==> src/rtl/display_update_arbiter.sv <==
// display_update_arbiter: round-robin capture of temperature/music updates, committed to the display on frame start.
// Optional page rotation every PAGE_FRAMES frames is built when PAGE_ROTATE_EN is defined.
module display_update_arbiter #(
    parameter int PAGE_FRAMES = 120
) (
    input  logic        iclock,
    input  logic        ireset,
    input  logic        iframe_start,
    input  logic        itemp_req,
    input  logic [7:0]  itemp_data,
    input  logic [3:0]  itemp_dig,
    output logic        otemp_ack,
    input  logic        imus_req,
    input  logic [15:0] imus_autor,
    input  logic [15:0] imus_musica,
    input  logic        imus_atual,
    output logic        omus_ack,
    output logic [7:0]  otemperatura,
    output logic [3:0]  odig_temp,
    output logic [15:0] oautor,
    output logic [15:0] omusica,
    output logic        omusica_atual,
    output logic        ocommit,
    output logic        opending,
    output logic        opage
);
    typedef enum logic [1:0] {IDLE, ACK_T, ACK_M} state_t;
    state_t state, next_state;
    logic prefer_t, grant_t, grant_m, pend_t, pend_m, pend_t_n, pend_m_n;
    logic [7:0]  st_temp;
    logic [3:0]  st_dig;
    logic [15:0] st_autor, st_musica;
    logic        st_atual;
    always_comb begin
        grant_t = 1'b0;
        grant_m = 1'b0;
        next_state = IDLE;
        if (state == IDLE) begin
            grant_t = itemp_req & (~imus_req | prefer_t);
            grant_m = imus_req & ~grant_t;
            next_state = grant_t ? ACK_T : grant_m ? ACK_M : IDLE;
        end
        // a capture on a commit edge keeps its pending flag for the next frame
        pend_t_n = grant_t | (pend_t & ~iframe_start);
        pend_m_n = grant_m | (pend_m & ~iframe_start);
    end
    always_ff @(posedge iclock) begin
        if (ireset) begin
            state <= IDLE;
            prefer_t <= 1'b1;
            otemp_ack <= 1'b0;
            omus_ack <= 1'b0;
            pend_t <= 1'b0;
            pend_m <= 1'b0;
            opending <= 1'b0;
            ocommit <= 1'b0;
            st_temp <= '0;
            st_dig <= '0;
            st_autor <= '0;
            st_musica <= '0;
            st_atual <= 1'b0;
            otemperatura <= '0;
            odig_temp <= '0;
            oautor <= '0;
            omusica <= '0;
            omusica_atual <= 1'b0;
        end else begin
            state <= next_state;
            otemp_ack <= next_state == ACK_T;
            omus_ack <= next_state == ACK_M;
            if (grant_t) prefer_t <= 1'b0;
            if (grant_m) prefer_t <= 1'b1;
            pend_t <= pend_t_n;
            pend_m <= pend_m_n;
            opending <= pend_t_n | pend_m_n;
            ocommit <= iframe_start;
            if (iframe_start && pend_t) begin
                otemperatura <= st_temp;
                odig_temp <= st_dig;
            end
            if (iframe_start && pend_m) begin
                oautor <= st_autor;
                omusica <= st_musica;
                omusica_atual <= st_atual;
            end
            if (grant_t) begin
                st_temp <= itemp_data;
                st_dig <= itemp_dig;
            end
            if (grant_m) begin
                st_autor <= imus_autor;
                st_musica <= imus_musica;
                st_atual <= imus_atual;
            end
        end
    end
`ifdef PAGE_ROTATE_EN
    logic [7:0] frame_cnt;
    always_ff @(posedge iclock) begin
        if (ireset) begin
            frame_cnt <= '0;
            opage <= 1'b0;
        end else if (iframe_start) begin
            frame_cnt <= (frame_cnt == 8'(PAGE_FRAMES - 1)) ? 8'd0 : frame_cnt + 8'd1;
            if (frame_cnt == 8'(PAGE_FRAMES - 1)) opage <= ~opage;
        end
    end
`else
    assign opage = 1'b0;
`endif
endmodule

==> config.mk <==
export PLATFORM = sky130hd
export DESIGN_NAME = display_update_arbiter
export DESIGN_NICKNAME = d
export VERILOG_FILES = /design/src/rtl/display_update_arbiter.sv
export SDC_FILE = /design/constraint.sdc
export NUM_CORES = 1
export LEC_CHECK = 0
export CORE_MARGIN = 2
export CORE_UTILIZATION = 50
export CTS_CLUSTER_DIAMETER = 60
export DETAILED_ROUTE_END_ITERATION = 12
export GPL_TIMING_DRIVEN = 0
export PLACE_DENSITY = 0.94
export SYNTH_ARGS = -nofsm -noshare
export SYNTH_HDL_FRONTEND = slang
export SYNTH_SLANG_ARGS = --single-unit
==> constraint.sdc <==
create_clock -name iclock -period 3 [get_ports iclock]
set_clock_uncertainty 0.2 [all_clocks]
set_input_delay 0.9 -clock iclock [delete_from_list [all_inputs] [get_ports iclock]]
set_output_delay 0.9 -clock iclock [all_outputs]
set_load 0.005 [all_outputs]
Word level (Yosys, flattened, before mapping)
Index checks and enable logic that the tools add are counted.
{"block": "word_totals", "regBits": 99, "out_inout_bits": 50, "elab_cells": 40}
{"block": "op_classes", "n_eq_ne": 2, "muxes": 5, "bitwise_logic": 11, "reduce_logical": 4}
{"cell": "$mux 2", "count": 3}
{"cell": "$and 1x1->1", "count": 4}
{"cell": "$or 1x1->1", "count": 4}
{"cell": "$not 1->1", "count": 3}
{"cell": "$eq 2x1->1 const B", "count": 1}
{"cell": "$eq 2x2->1 const B", "count": 1}
{"cell": "$logic_and 1x1->1", "count": 2}
{"cell": "$logic_not 2->1", "count": 1}
{"cell": "$mux 1", "count": 2}
{"cell": "$reduce_or 2->1", "count": 1}

Depth between registers and ports, before layout
Gate-level depths: netlist of run 1.
{"block": "logic_depth", "word_depth": 9, "mapped_depth": 5}

Worst setup path before layout of run 1
No wires, ideal clock.
{"block": "synth_path", "path_kind": "input port to flip-flop", "startpoint": "in itemp_req", "endpoint": "reg st_autor[0]", "setup_time_ps": 117, "t_arrival_ps": 1650, "required_ps": 2683, "slack_ps": 1033, "path_stages": 5, "cell_sequence": "nand2_1 and4b_1 buf_4 buf_6 a22o_1"}
{"block": "synth_between", "elab_chain_cells": 4}
{"element": "from (decl)", "line": "9", "source": "input logic itemp_req,"}
{"element": "$and 1x1->1", "line": "39", "source": "grant_t = itemp_req & (~imus_req | prefer_t);"}
{"element": "$not 1->1", "line": "40", "source": "grant_m = imus_req & ~grant_t;"}
{"element": "$and 1x1->1", "line": "40"}
{"element": "$mux 1", "line": "38", "source": "if (state == IDLE) begin"}
{"element": "to (signal assigned)", "line": "91", "source": "st_autor <= imus_autor;"}
{"element": "to (decl)", "line": "32", "source": "logic [15:0] st_autor, st_musica;"}
Every way passes these cells.
A chain may end at the register's enable or synchronous reset.

Final worst setup path of run 1
{"block": "layout_path", "startpoint": "in ireset", "endpoint": "reg otemperatura[5]"}
{"element": "from (decl)", "line": "7", "source": "input logic ireset,"}
{"element": "to (signal assigned)", "line": "78", "source": "otemperatura <= st_temp;"}
{"element": "to (decl)", "line": "18", "source": "output logic [7:0] otemperatura,"}
No word-level cell between the ends.

==> results of run 1 <==
-- final timing paths --
check | startpoint | end | depth (start not counted)
setup / recovery | ireset | otemperatura[5] | 4
hold / removal | oautor[13] | oautor[13] | 2
setup reg to reg | prefer_t | st_autor[13] | 4
hold reg to reg | oautor[13] | oautor[13] | 2
-- metrics by stage --
step	utilization (%)	area [um2]
floorplan	-	3410
global placement	67.2	4490
detailed placement	67.2	4490
CTS	70.4	4700
global route	70.4	4700
finish	70.4	4700
-- flip-flops by register name (all words and copies together) (netlist names), 2 cells and up --
name,cells
oautor,16
odig_temp,4
omusica,16
otemperatura,8
st_autor,16
st_dig,4
st_musica,16
st_temp,8
state,2
-- logic make-up (layout without fill, tap and decap cells) --
family | after synthesis | in the layout | share of synthesized area, %
and+or+nand+nor | 131 | 131 | 17.2
muxes | 12 | 12 | 3.52
AOI/OAI and AO/OA | 84 | 84 | 16.3
buffers and inverters | 28 | 142 | 4.77
other | 1 | 1 | 0.110
DFF | 99 | 99 | 58.1
-- layout make-up --
cell class | count | area (um2) | share of cell area [%]
repair buffers | 98 | 981 | 20.9
multi-input cells | 228 | 1270 | 26.9
clock inverters | 6 | 71.3 | 1.52
clock buffers | 10 | 138 | 2.93
well taps | 80 | 100 | 2.13
flip-flops and latches | 99 | 1980 | 42.2
plain buffers | 27 | 159 | 3.38
inverters | 1 | 3.75 | 0.0799
-- power groups by stage --
stage                     clock network, mW  registers [mW]  logic, mW
after floorplan                           0            1.42      0.130
after global placement                    0            1.43      0.249
after detailed placement                  0            1.43      0.255
after CTS                             0.891            1.40      0.258
after global routing                  0.940            1.41      0.279
final                                 0.877            1.40      0.257
-- routing by layer --
metal	vias to the layer above	GRT usage, %
li1	1408	-
met1	1355	28.3
met2	90	39.7
met3	11	4.76
met4	0	9.94
met5	-	0
-- placed cells by master (no fill, tap or decap), drive strengths merged, types with 2 or more instances in the layout --
| cell | n |
|---|---|
| a21oi | 47 |
| and2 | 2 |
| nand2 | 93 |
| nand2b | 27 |
| and4b | 2 |
| mux2i | 12 |
| a22o | 33 |
| nand3 | 2 |
| nor2 | 3 |
| clkdlybuf4s50 | 98 |
| inv | 3 |
| a31oi | 2 |
| buf | 16 |
| clkbuf | 21 |
| clkinvlp | 2 |
| dfxtp | 99 |
-- worst max-delay path, delay by kind of cell --
family                 cells  cell delay, ns
AOI/OAI and AO/OA          1            0.09
buffers and inverters      3            1.44
==> flow_summary.json, run 1 <==
{
  "slowest_stage": "clkdlybuf4s50_1",
  "drtPass1Iterations": 4,
  "ys_seq_area_share_pct": 58.1,
  "ys_top_cells_by_count": "dfxtp_1, nand2_1, a21oi_1, a22o_1, nand2b_1",
  "antenna_found_initial": 0,
  "wl_met3_um": 481,
  "die_width_um": 86.6,
  "antenna_left": 0,
  "outcome": "completed",
  "dieArea_mm2": 0.00750,
  "grt_pass1_vias": 2956,
  "synthMostInstantiatedCell": "dfxtp_1",
  "grt_max_degree": 18,
  "switching_share_pct": 23.9,
  "initial_core_util_pct": 51.0,
  "synth-seq-cells": 99,
  "slowest_delay_ns": 0.59,
  "critPathMaxFanout": 10,
  "drive_gt1_share_pct": 7.25,
  "syn-num-nets": 405,
  "holdWs_ns": 0.258,
  "port_buffers": 98,
  "cell_internal_pwr_mw": 1.93,
  "grt_pass1_wl_um": 13700,
  "globalRouteOverflowTotal": 0,
  "clockBufferDepth": 2,
  "n_fill_cell": 490,
  "insertion_delay_ns": 0.36,
  "power.net_switching_uw": 605,
  "cts_resized": 0,
  "synth.distinct_cells": 23,
  "cts_setup_buffers": 0,
  "clkTransAtPathRegs_ns": 0.09,
  "yosysWarningCount": 0,
  "wl_met2_um": 4120,
  "wire_per_inst_um": 15.2,
  "worst_ir_drop_vdd_mv": 0.371,
  "yosysTopAreaCell": "dfxtp_1",
  "drc": 0,
  "finalPower_mw": 2.53,
  "root_buffer": "clkbuf_8",
  "grt_usage_pct": 23.2,
  "hold_viol": 0,
  "slew_headroom_pct": 62.8,
  "finalSetupTns_ns": 0,
  "critPathRequiredTime_ns": 3.01,
  "ys.flop_type": "dfxtp_1",
  "r2r_slack_ns": 1.41,
  "powerDensity_mw_per_mm2": 539,
  "pin_count": 100,
  "vias": 2864,
  "crit_path_end_kind": "flop",
  "dp.final_hpwl_um": 5910,
  "min_period_ns": 2.43,
  "p_leak_nw": 1.73,
  "drv_slew": 0,
  "dp_cells": 533,
  "synth_area_leaders": "dfxtp_1, nand2_1, a22o_1",
  "fin_crit_sh_pct": 81.0,
  "die_y_um": 86.6,
  "cts_max_level": 3,
  "cts-hold-fix-buffers": 0,
  "worstPathArrival_ns": 2.44,
  "drv_cap": 0,
  "area_delta_synth_final_pct": 37.8,
  "synth_edf_count": 0,
  "netlist_area_mm2": 0.00341,
  "power.sequential.fraction_pct": 55.3,
  "worst_slack_ns": 0.570,
  "m1WireLength_um": 3620,
  "power_frac_comb_pct": 10.1,
  "place.gp.congestion": 0.795,
  "fin_nets": 514,
  "wirelength_um": 8340,
  "setup_viol": 0,
  "rsz0062_at_grt": "false",
  "core_mm2": 0.00668,
  "syn_inst": 355,
  "worst_pin_slew_ns": 0.557,
  "layout.cells.non_filler": 549,
  "cts_sinks": 99,
  "path_cells": "clkdlybuf4s50_1 > clkbuf_1 > clkbuf_1 > a21oi_1",
  "top_layer_used": "met4",
  "cts_tree": "done",
  "antenna_cells": 0,
  "num_rows": 30,
  "timing.fmax_mhz": 411,
  "synth_async_sr_flop_share_pct": 0,
  "min-delay-path-class": "reg -> reg",
  "start_kind": "input port",
  "synth_top_area_share_pct": 58.1,
  "syn_avg_cell_area_um2": 9.61,
  "p_clk_share_pct": 34.6,
  "cp_common_cell": "clkbuf_1",
  "drt_iter0_drc": 142,
  "worst-setup-path-type": "in -> reg",
  "cts-buffers-inserted": 9,
  "preCtsSetupSlack_ns": 0.233,
  "drt-vias-per-instance": 5.22
}
No activity file was read; power rests on OpenSTA's default activity.
==> run 2, diff against run 1 <==
- CORE_UTILIZATION: 50 -> 47
- PLACE_DENSITY: 0.94 -> 0.89
- clock period: 3 -> 2.5 ns (I/O delays scaled with it)
==> run 2 against run 1 <==
Effect of this change:
- worst hold slack lost 0.0081 ns
- register-to-register slack lost 0.51 ns
- combinational power up 19%
- core utilization fell by 3.9 points
- first-iteration DRC count decreased by 32%
- wire length rose by 1.1%
- largest power group unchanged
- highest routed layer unchanged
==> flow_summary.json, run 2 (synthesis results as in run 1) <==
{
  "grt_pass1_wl_um": 12900,
  "clkTransAtPathRegs_ns": 0.09,
  "min-delay-start": "st_musica[4]",
  "worst-setup-path-type": "in -> reg",
  "ff2ff_path_depth": 4,
  "fin_nets": 514,
  "drt_iter0_drc": 97,
  "insertion_delay_ns": 0.35,
  "final_common_cell": "dfxtp_1",
  "holdWs_ns": 0.250,
  "num_rows": 31,
  "regArea_mm2": 0.00198,
  "area_delta_synth_final_pct": 39.0,
  "r2r_end": "st_musica[10]",
  "setup_viol": 0,
  "outcome": "completed",
  "grt_pass1_vias": 2760,
  "rsz0062_at_grt": "false",
  "antenna_found_initial": 0,
  "place.gp.congestion": 0.797,
  "power.net_switching_uw": 699,
  "die_width_um": 89.2,
  "placed_area_mm2": 0.00452,
  "root_buffer": "clkbuf_8",
  "drt-vias-per-instance": 5.09,
  "globalRouteOverflowTotal": 0,
  "min-delay-path-class": "reg -> reg",
  "cts_tree": "done",
  "worst_pin_slew_ns": 0.545,
  "cts_max_level": 3,
  "finalPower_mw": 3.11,
  "crit_path_end_kind": "flop",
  "die_y_um": 89.2,
  "wire_per_inst_um": 14.8,
  "p_leak_nw": 1.74,
  "cts-hold-fix-buffers": 0,
  "drv_cap": 0,
  "start_kind": "input port",
  "drive_gt1_share_pct": 7.25,
  "pin_count": 100,
  "cts_sinks": 99,
  "antenna_cells": 0,
  "r2r_slack_ns": 0.90,
  "wirelength_um": 8430,
  "cell_internal_pwr_mw": 2.41,
  "clockBufferDepth": 2,
  "dieArea_mm2": 0.00795,
  "antenna_left": 0,
  "min_period_ns": 2.27,
  "drv_slew": 0,
  "timing.fmax_mhz": 440,
  "vias": 2893,
  "n_fill_cell": 559,
  "slew_headroom_pct": 63.7,
  "most-common-layout-cells": "dfxtp_1, clkdlybuf4s50_1, nand2_1",
  "cts-buffers-inserted": 9,
  "grt_max_degree": 17,
  "critPathRequiredTime_ns": 2.51,
  "worstPathArrival_ns": 2.29,
  "powerDensity_mw_per_mm2": 655,
  "cts_setup_buffers": 0,
  "power.sequential.fraction_pct": 54.1,
  "p_clk_share_pct": 36.0,
  "hold_depth": 2,
  "dp.final_hpwl_um": 5910,
  "final_area_mm2": 0.00474,
  "power_frac_comb_pct": 9.9,
  "cts_resized": 0,
  "finalSetupTns_ns": 0,
  "drtPass1Iterations": 4,
  "grt_usage_pct": 21.3,
  "reg2reg_from": "prefer_t",
  "hold_viol": 0,
  "core_mm2": 0.00714,
  "port_buffers": 98,
  "multi_input_area_mm2": 0.00127,
  "worst_ir_drop_vdd_mv": 0.318,
  "initial_core_util_pct": 47.8,
  "critPathMaxFanout": 10,
  "min_to": "omusica[4]",
  "switching_share_pct": 22.5,
  "fin_crit_sh_pct": 90.9,
  "drc": 0
}
-- run 2: area by class of cell --
cell class,count,share of cell area [%]
Tap cell,99,2.61
Clock inverter,6,1.82
Multi-Input combinational cell,228,26.7
Timing Repair Buffer,98,20.7
Clock buffer,10,2.90
Buffer,27,3.35
Inverter,1,0.0792
Sequential cell,99,41.8
-- run 2: metrics by stage --
stage / setup slack, ns / util (%) / instances
after floorplan: 0.683 / - / 355
after global placement: -0.0761 / 63.3 / 552
after detailed placement: -0.154 / 63.3 / 552
after CTS: 0.221 / 66.4 / 568
after global routing: 0.104 / 66.4 / 568
final: 0.229 / 66.4 / 568
-- run 2: how the worst max path moves through the flow --
stage / to / depth (start not counted) / from / slack, ns
after floorplan: st_autor[0] / 5 / itemp_req / 0.68
after global placement: oautor[10] / 4 / ireset / -0.08
after detailed placement: oautor[11] / 4 / ireset / -0.15
after CTS: oautor[11] / 4 / ireset / 0.22
after global routing: oautor[12] / 4 / ireset / 0.10
final: oautor[11] / 4 / ireset / 0.23
-- run 2: power groups by stage --
| stage | Sequential (mW) | Combinational, mW | Clock (mW) |
|---|---|---|---|
| final | 1.68 | 0.307 | 1.12 |
| after global routing | 1.69 | 0.331 | 1.21 |
| after floorplan | 1.71 | 0.156 | 0 |
| after detailed placement | 1.72 | 0.306 | 0 |
| after global placement | 1.71 | 0.298 | 0 |
| after CTS | 1.68 | 0.309 | 1.14 |
-- run 2: routing by layer --
layer / wire length [um] / GRT usage, % / up-vias
met5: 0 / 0 / -
met2: 4200 / 35.6 / 107
li1: - / - / 1406
met3: 579 / 5.36 / 4
met4: 53 / 7.73 / 0
met1: 3600 / 26.6 / 1376
-- run 2: worst max-delay path, stage by stage --
cell	delay (ns)
clkdlybuf4s50_1	0.58
clkbuf_1	0.37
clkbuf_1	0.48
a21oi_1	0.09
==> run 3, diff against run 2 <==
- CORE_UTILIZATION: 47 -> 40
- PLACE_DENSITY: 0.89 -> 0.79
==> run 3 against run 2 <==
Effect of this change:
- sequential share of layout area up 0.30 points
- global-route usage is 3.4 points lower
- combinational power about the same
- non-clock buffer count stayed put
- largest cell class unchanged
- register-to-register slack about the same
- critical path depth did not move
- wire length shrank 3.1%
- via count shrank 3.2%
- highest routed layer unchanged
- setup slack improved by 0.048 ns
- largest power group unchanged
==> flow_summary.json, run 3 (synthesis results as in run 1) <==
{
  "outcome": "completed",
  "area_delta_synth_final_pct": 38.0,
  "globalRouteOverflowTotal": 0,
  "start_kind": "input port",
  "hold_viol": 0,
  "critPathRequiredTime_ns": 2.53,
  "slew_headroom_pct": 64.1,
  "cts_tree": "done",
  "wirelength_um": 8170,
  "min-delay-path-class": "reg -> reg",
  "crit_path_end_kind": "flop",
  "core_mm2": 0.00826,
  "rsz0062_at_grt": "false",
  "fin_crit_sh_pct": 88.9,
  "grt_max_degree": 19,
  "critPathMaxFanout": 10,
  "antenna_found_initial": 0,
  "finalSetupTns_ns": 0,
  "drive_gt1_share_pct": 7.25,
  "clockBufferDepth": 2,
  "min_period_ns": 2.22,
  "grt_pass1_vias": 2587,
  "preCtsSetupSlack_ns": -0.125,
  "drc": 0,
  "vias": 2799,
  "place.gp.congestion": 0.781,
  "pin_count": 100,
  "port_buffers": 98,
  "drv_cap": 0,
  "insertion_delay_ns": 0.36,
  "drv_slew": 0,
  "powerDensity_mw_per_mm2": 626,
  "drtPass1Iterations": 4,
  "cts_resized": 0,
  "setup_viol": 0,
  "wire_per_inst_um": 14.2,
  "initial_core_util_pct": 41.3,
  "die_width_um": 96.3,
  "dieArea_mm2": 0.00928,
  "antenna_cells": 0,
  "worst_ir_drop_vdd_mv": 0.317,
  "timing.fmax_mhz": 450,
  "clkTransAtPathRegs_ns": 0.10,
  "die_y_um": 96.3,
  "cts_max_level": 3,
  "cts_sinks": 99,
  "fin_util_pct": 57.0,
  "dp.final_hpwl_um": 5730,
  "worst_pin_slew_ns": 0.539,
  "antenna_left": 0,
  "worst_slack_ns": 0.277,
  "worstPathArrival_ns": 2.25,
  "p_leak_nw": 1.72,
  "most-common-layout-cells": "dfxtp_1, clkdlybuf4s50_1, nand2_1",
  "num_rows": 33,
  "cts-hold-fix-buffers": 0,
  "root_buffer": "clkbuf_8",
  "fin_nets": 514,
  "drt_iter0_drc": 81,
  "grt_pass1_wl_um": 12700,
  "drt-vias-per-instance": 4.88,
  "worst-setup-path-type": "in -> reg",
  "cts_setup_buffers": 0,
  "cts-buffers-inserted": 9,
  "final_common_cell": "dfxtp_1",
  "grt_usage_pct": 17.8
}
[run 3: cell type report]
cell class | instances | area [um2]
flip-flops and latches | 99 | 1980
inverters | 1 | 3.75
clock inverters | 7 | 58.8
plain buffers | 27 | 159
fillers | 751 | 3550
multi-input cells | 228 | 1270
well taps | 105 | 131
clock buffers | 9 | 124
repair buffers | 98 | 981
[run 3: layer usage]
| metal | track usage [%] | vias up | wire length (um) |
|---|---|---|---|
| met4 | 5.87 | 0 | 87 |
| met2 | 28.4 | 82 | 3800 |
| li1 | - | 1405 | - |
| met5 | 0 | - | 0 |
| met1 | 22.9 | 1305 | 3680 |
| met3 | 5.79 | 7 | 605 |
[run 3: power by group]
part | switching [mW] | internal, mW | leakage (nW) | total (mW)
Sequential | 0.0354 | 1.64 | 0.805 | 1.68
Combinational | 0.133 | 0.172 | 0.823 | 0.305
Clock | 0.582 | 0.380 | 0.0925 | 0.961
[run 3: through the flow]
step | area, um2 | cells | hold slack [ns] | total power [mW]
final | 4710 | 574 | 0.247 | 2.94
after floorplan | 3410 | 355 | 0.232 | 1.86
after detailed placement | 4520 | 558 | 0.242 | 2.02
after global routing | 4710 | 574 | 0.276 | 3.07
after global placement | 4520 | 558 | 0.235 | 2.01
after CTS | 4710 | 574 | 0.257 | 2.97
[run 3: worst max-delay path, cell delays in order]
cell and delay (ns):
clkdlybuf4s50_1 0.59, clkbuf_1 0.35, clkbuf_1 0.47, a21oi_1 0.08
[run 3: final timing paths]
kind                       from      endpoint  slack [ns]  depth (start not counted)
setup / recovery         ireset    oautor[13]        0.28                          4
hold / removal    st_musica[11]   omusica[11]        0.25                          2
setup reg to reg       prefer_t  st_autor[12]        0.91                          4
hold reg to reg   st_musica[11]   omusica[11]        0.25                          2
